==> src/rtl/coax_pkg.sv <==
// coax_pkg: shared word width, word type and feeder states
// for the coax transmit path.
package coax_pkg;

    localparam int WORD_W = 10;

    typedef logic [WORD_W-1:0] coax_word_t;

    typedef enum logic [1:0] {
        IDLE,
        LOAD,
        SEND,
        DRAIN
    } tx_state_t;

endpackage

==> src/rtl/coax_fifo.sv <==
// coax_fifo: single-clock word FIFO with occupancy count.
// Ports: clk, reset_n, wr_en/wr_data, rd_en/rd_data (head word,
// valid while !empty), full, empty, level (0..DEPTH).
module coax_fifo
    import coax_pkg::*;
#(
    parameter int DEPTH = 16,
    localparam int AW = $clog2(DEPTH),
    localparam int LW = AW + 1
) (
    input  logic          clk,
    input  logic          reset_n,
    input  logic          wr_en,
    input  coax_word_t    wr_data,
    input  logic          rd_en,
    output coax_word_t    rd_data,
    output logic          full,
    output logic          empty,
    output logic [LW-1:0] level
);

    localparam logic [LW-1:0] FULL_CNT = LW'(DEPTH);

    coax_word_t    mem [DEPTH];
    logic [AW-1:0] wr_ptr;
    logic [AW-1:0] rd_ptr;
    logic [LW-1:0] count;
    logic          push;
    logic          pop;

    // full is the registered count, so a same-cycle pop
    // never frees room for a write.
    assign full    = (count == FULL_CNT);
    assign empty   = (count == '0);
    assign level   = count;
    assign push    = wr_en && !full;
    assign pop     = rd_en && !empty;
    assign rd_data = mem[rd_ptr];

    always_ff @(posedge clk) begin
        if (push) begin
            mem[wr_ptr] <= wr_data;
        end
    end

    // Pointers wrap naturally because DEPTH is a power of two.
    always_ff @(posedge clk or negedge reset_n) begin
        if (!reset_n) begin
            wr_ptr <= '0;
            rd_ptr <= '0;
            count  <= '0;
        end else begin
            if (push) begin
                wr_ptr <= wr_ptr + AW'(1);
            end
            if (pop) begin
                rd_ptr <= rd_ptr + AW'(1);
            end
            unique case ({push, pop})
                2'b10:   count <= count + LW'(1);
                2'b01:   count <= count - LW'(1);
                default: count <= count;
            endcase
        end
    end

endmodule

==> src/rtl/coax_tx_feeder.sv <==
// coax_tx_feeder: buffers host words and feeds them to coax_tx
// as frames.
// Ports: host side wr_data/wr_strobe/commit, status full/level/
// busy/overflow; transmitter side tx_start/tx_data/tx_more out,
// tx_load_req/tx_active in.
module coax_tx_feeder
    import coax_pkg::*;
#(
    parameter int DEPTH = 16
) (
    input  logic                   clk,
    input  logic                   reset_n,
    input  logic [WORD_W-1:0]      wr_data,
    input  logic                   wr_strobe,
    input  logic                   commit,
    output logic                   full,
    output logic [$clog2(DEPTH):0] level,
    output logic                   busy,
    output logic                   overflow,
    output logic                   tx_start,
    output logic [WORD_W-1:0]      tx_data,
    output logic                   tx_more,
    input  logic                   tx_load_req,
    input  logic                   tx_active
);

    localparam int LW = $clog2(DEPTH) + 1;

    tx_state_t     state_q;
    tx_state_t     state_d;
    logic [LW-1:0] frame_len_q;
    logic [LW-1:0] frame_len_d;
    logic [LW-1:0] remaining_q;
    logic [LW-1:0] remaining_d;
    logic          seen_q;
    logic          seen_d;
    logic          more_d;
    logic          start_d;
    logic          load_word;
    logic          pop;
    logic          empty;
    coax_word_t    head;

    coax_fifo #(
        .DEPTH (DEPTH)
    ) u_fifo (
        .clk     (clk),
        .reset_n (reset_n),
        .wr_en   (wr_strobe),
        .wr_data (wr_data),
        .rd_en   (pop),
        .rd_data (head),
        .full    (full),
        .empty   (empty),
        .level   (level)
    );

    assign busy = (state_q != IDLE);

    always_ff @(posedge clk or negedge reset_n) begin
        if (!reset_n) begin
            state_q <= IDLE;
        end else begin
            state_q <= state_d;
        end
    end

    always_comb begin
        state_d = state_q;
        unique case (state_q)
            IDLE: begin
                if (commit && level != '0) begin
                    state_d = LOAD;
                end
            end
            LOAD: begin
                state_d = SEND;
            end
            SEND: begin
                if (remaining_q == '0) begin
                    state_d = DRAIN;
                end
            end
            DRAIN: begin
                if (seen_q && !tx_active) begin
                    state_d = IDLE;
                end
            end
            default: begin
                state_d = IDLE;
            end
        endcase
    end

    // seen_q records that coax_tx has gone active for this
    // frame; it may rise before the last word is handed over.
    always_comb begin
        pop         = 1'b0;
        load_word   = 1'b0;
        start_d     = 1'b0;
        more_d      = tx_more;
        remaining_d = remaining_q;
        frame_len_d = frame_len_q;
        seen_d      = seen_q | tx_active;
        unique case (state_q)
            IDLE: begin
                seen_d = 1'b0;
                if (commit && level != '0) begin
                    frame_len_d = level;
                end
            end
            LOAD: begin
                pop         = !empty;
                load_word   = 1'b1;
                start_d     = 1'b1;
                more_d      = (frame_len_q > LW'(1));
                remaining_d = frame_len_q - LW'(1);
            end
            SEND: begin
                if (remaining_q == '0) begin
                    more_d = 1'b0;
                end else if (tx_load_req) begin
                    pop         = !empty;
                    load_word   = 1'b1;
                    more_d      = (remaining_q > LW'(1));
                    remaining_d = remaining_q - LW'(1);
                end
            end
            DRAIN: begin
                more_d = 1'b0;
            end
            default: begin
                more_d = 1'b0;
            end
        endcase
    end

    always_ff @(posedge clk or negedge reset_n) begin
        if (!reset_n) begin
            tx_start    <= 1'b0;
            tx_more     <= 1'b0;
            tx_data     <= '0;
            overflow    <= 1'b0;
            frame_len_q <= '0;
            remaining_q <= '0;
            seen_q      <= 1'b0;
        end else begin
            tx_start    <= start_d;
            tx_more     <= more_d;
            overflow    <= wr_strobe && full;
            frame_len_q <= frame_len_d;
            remaining_q <= remaining_d;
            seen_q      <= seen_d;
            if (load_word) begin
                tx_data <= head;
            end
        end
    end

endmodule

==> config.mk <==
export PLATFORM = sky130hd
export DESIGN_NAME = coax_tx_feeder
export DESIGN_NICKNAME = d
export VERILOG_FILES = /design/src/rtl/coax_pkg.sv /design/src/rtl/coax_fifo.sv /design/src/rtl/coax_tx_feeder.sv
export SDC_FILE = /design/constraint.sdc
export NUM_CORES = 1
export LEC_CHECK = 0
export CORE_MARGIN = 1.5
export CORE_UTILIZATION = 54
export DETAILED_ROUTE_END_ITERATION = 6
export GPL_TIMING_DRIVEN = 0
export PLACE_DENSITY = 0.74
export RECOVER_POWER = 25
export SLEW_MARGIN = 10
export SYNTH_ARGS = -nofsm -noshare
export SYNTH_HDL_FRONTEND = slang
export SYNTH_SLANG_ARGS = --single-unit
==> constraint.sdc <==
create_clock -name clk -period 2.9 [get_ports clk]
set_clock_uncertainty 0.1 [all_clocks]
set_input_delay 0.58 -clock clk [delete_from_list [all_inputs] [get_ports clk]]
set_output_delay 0.58 -clock clk [all_outputs]
set_load 0.005 [all_outputs]
==> summary.txt <==
Drt
  • DR vias/cell: 6.03
  • Routed Antenna Nets: 0
  • Via count: 4,330
  • WL/cell: 23.3 um
  • DRT Pass-1 Iters: 5
  • DRC violations left: 0
  • WL final: 16,700 um
  • DR iter-0 viols: 404

Global routing
  • Number of global-route vias before repair: 4,451
  • Grt ovf: 0
  • Largest net degree at the start of global routing: 35
  • First-pass GRT wire length: 25,800 um
  • GRT Total Usage: 22.5%
  • Initial antenna violation count: 0

Power
  • Design Power: 10,300 uW
  • Maximum VDD drop: 684 uV
  • LEAKAGE: 0.00345 uW
  • Comb pwr share: 36.3%
  • Clk network pwr share: 25.7%
  • Sw Ratio: 32.2%
  • Register share of total power: 37.9%
  • Switch Pwr: 3320 uW
  • Internal: 7010 uW
  • PD cells: 1070 nW/um^2

Synth
  • Netlist cell types: 44
  • Yosys reg bits: 199
  • Ys Warns: 0
  • Cell accounting for the most synthesized area: edfxtp_1
  • Synth async-reset ratio: 19.6%
  • Post-Synthesis Cells: 450
  • Syn_nets: 486
  • Synth Cell Area: 8190 um^2
  • Syn Area/Cell: 18.2 um^2
  • Largest cells by area after synthesis: edfxtp_1, dfrtp_1, mux4_2
  • Post-synth EDFFs: 160
  • Sequential-to-total area share from yosys stat: 70.6%
  • Synth Flop Type: edfxtp_1
  • Top-area cell type share of the netlist area: 58.6%

Layout
  • Layout fillers: 967
  • Layout Nets: 557
  • Diodes inserted: 0
  • Storage cell area: 5780 um^2
  • Share of post-route cells with drive strength above 1: 24.2%
  • Core Util, Final: 65.7%
  • Syn-to-layout area delta: 17.9%
  • Area of the multi-input gates: 2330 um^2

Flow run
  • Max_cap viols: 0

STA
  • Final Critical Period: 2.81 ns
  • Period utilization: 96.9%
  • Setup violations, final: 0
  • Post-route setup slack: 0.0908 ns
  • Final hold vios: 0
  • Fin. max-slew vios: 0
  • Max-slew headroom: 19.2%
  • Sum Neg Setup Slack: 0 ns
  • Worst-Margin Slew: 1.21 ns
  • Worst Hold Slack: 0.378 ns
  • Fmax: 356 MHz

Floorplanning
  • Total core area: 14,700 um^2
  • Rows: 44
  • Initial Utilization: 55.7%
  • Die W: 126 um
  • Ports: 36
  • Die footprint: 15,900 um^2
  • Die Height: 126 um

Worst setup path
  • Worst-path fanout max: 4
  • Worst path required time: 3.16 ns
  • Setup CP Type: reg -> reg
  • CP Capture Type: register
  • Worst Path Arrival: 3.07 ns
  • Critical Path Start Type: register

Clocking
  • Root buf cell: clkbuf_16
  • Clock Sinks: 199
  • Clock latency on the worst-skew pair: 0.43 ns
  • CTS tree: done
  • CTS HTree Levels: 4
  • CTS buffer count: 17
  • Clk buf depth: 2
  • Worst-path clk slew: 0.07 ns

Min path
  • Hold Crit Class: reg -> reg

Placement
  • PortBufs: 35
  • GPL Wtd Cong: 0.770
  • Dpl ws: -0.392 ns
  • Post-DP HPWL: 10,500 um

Status
  • Status: finished, final reports clean
[routing by layer]
metal | track usage, % | share of wire (%) | vias up
met3 | 5.18 | 6.2 | 23
li1 | - | - | 1914
met1 | 30.6 | 42 | 2245
met5 | 0 | 0 | -
met4 | 8.52 | 1.9 | 0
met2 | 36.0 | 50 | 148
[logic make-up after synthesis]
group,after synthesis,synth area share (%)
AO/OA/AOI/OAI,61,5.57
buffers and inverters,35,1.95
multiplexers,61,13.7
flip-flops,199,70.6
XOR/XNOR,13,1.39
AND/OR/NAND/NOR,61,3.65
adder cells (fa/ha/maj),20,3.15
[final cells by class]
class / count / share of cell area [%]
clock inverter: 14 / 2.49
sequential: 199 / 59.8
buffer: 21 / 1.14
inverter: 14 / 0.544
tap: 184 / 2.38
clock buffer: 18 / 4.55
multi-input combinational: 216 / 24.1
timing repair buffer: 52 / 4.96
[state kept, by name (all words and copies together), names as in the netlist]
signal         count
frame_len_q        5
overflow           1
remaining_q        5
seen_q             1
state_q            2
tx_data           10
tx_more            1
tx_start           1
u_fifo.level       5
u_fifo.mem       160
u_fifo.rd_ptr      4
u_fifo.wr_ptr      4
[power by group through the flow]
stage | combinational (uW) | clock [uW] | sequential (uW)
2_1_floorplan | 2420 | 0 | 3900
3_3_place_gp | 3360 | 0 | 3950
3_5_place_dp | 3510 | 0 | 3980
4_1_cts | 3610 | 2680 | 3920
5_1_grt | 4070 | 2790 | 3980
6_report | 3750 | 2660 | 3920
[placed cells by master, fill, tap and decap left out, types with 12 or more instances in the layout]
| master | n |
|---|---|
| clkbuf_16 | 17 |
| a21o_1 | 12 |
| mux2i_1 | 13 |
| nand2_1 | 13 |
| inv_1 | 12 |
| edfxtp_1 | 160 |
| mux4_2 | 40 |
| buf_4 | 19 |
| dfrtp_1 | 39 |
| nor2_1 | 18 |
| ha_1 | 16 |
| clkdlybuf4s50_1 | 30 |
[synth_stat cells, types with 6 or more instances]
master	n
xnor2_1	6
buf_2	8
a21o_1	12
inv_1	14
mux4_2	40
nand2_1	13
dfrtp_1	39
nor3_1	10
nor2_1	18
xor2_1	7
a211oi_1	11
o21ai_0	6
a21oi_1	6
edfxtp_1	160
mux2_2	7
mux2i_1	13
ha_1	19
o22ai_1	11
[final timing paths]
check                           cells past startpoint                           to                       start  slack [ns]
worst max-delay path                               11  u_fifo.level[4]$_DFFE_PN0P_  remaining_q[1]$_DFFE_PN0P_        0.09
worst min-delay path                                1       tx_data[8]$_DFFE_PN0P_      tx_data[8]$_DFFE_PN0P_        0.38
worst min register to register                      1       tx_data[8]$_DFFE_PN0P_      tx_data[8]$_DFFE_PN0P_        0.38
min in group asynchronous                           2  u_fifo.level[3]$_DFFE_PN0P_                     reset_n        0.43
worst max register to register                     11  u_fifo.level[4]$_DFFE_PN0P_  remaining_q[1]$_DFFE_PN0P_        0.09
max in group asynchronous                           3       tx_data[1]$_DFFE_PN0P_                     reset_n        1.10
[what timing repair did]
item,4_1_cts,5_1_grt
endpoints found under the hold margin,5,0
gates resized for setup,4,10
setup endpoints to repair,2,2
cloned,0,0
setup buffers,5,6
hold buffers,1,0
pin swaps,2,8
[worst max-delay path, cell delays in order (launching register included)]
cell,delay (ns)
dfrtp_1,0.41
inv_2,0.11
ha_4,0.12
or4b_4,0.48
a22oi_4,0.21
nor2_4,0.08
ha_4,0.19
fa_2,0.37
a21o_1,0.17
a21oi_2,0.13
mux2i_1,0.23
xnor2_1,0.13
[per-stage QoR]
| stage | cells | area [um^2] |
|---|---|---|
| 6_report | 718 | 9660 |
| 3_5_place_dp | 674 | 8850 |
| 5_1_grt | 718 | 9660 |
| 2_1_floorplan | 450 | 8200 |
| 3_3_place_gp | 669 | 8780 |
| 4_1_cts | 712 | 9590 |
Note: power is estimated with default switching activity, not from simulation.
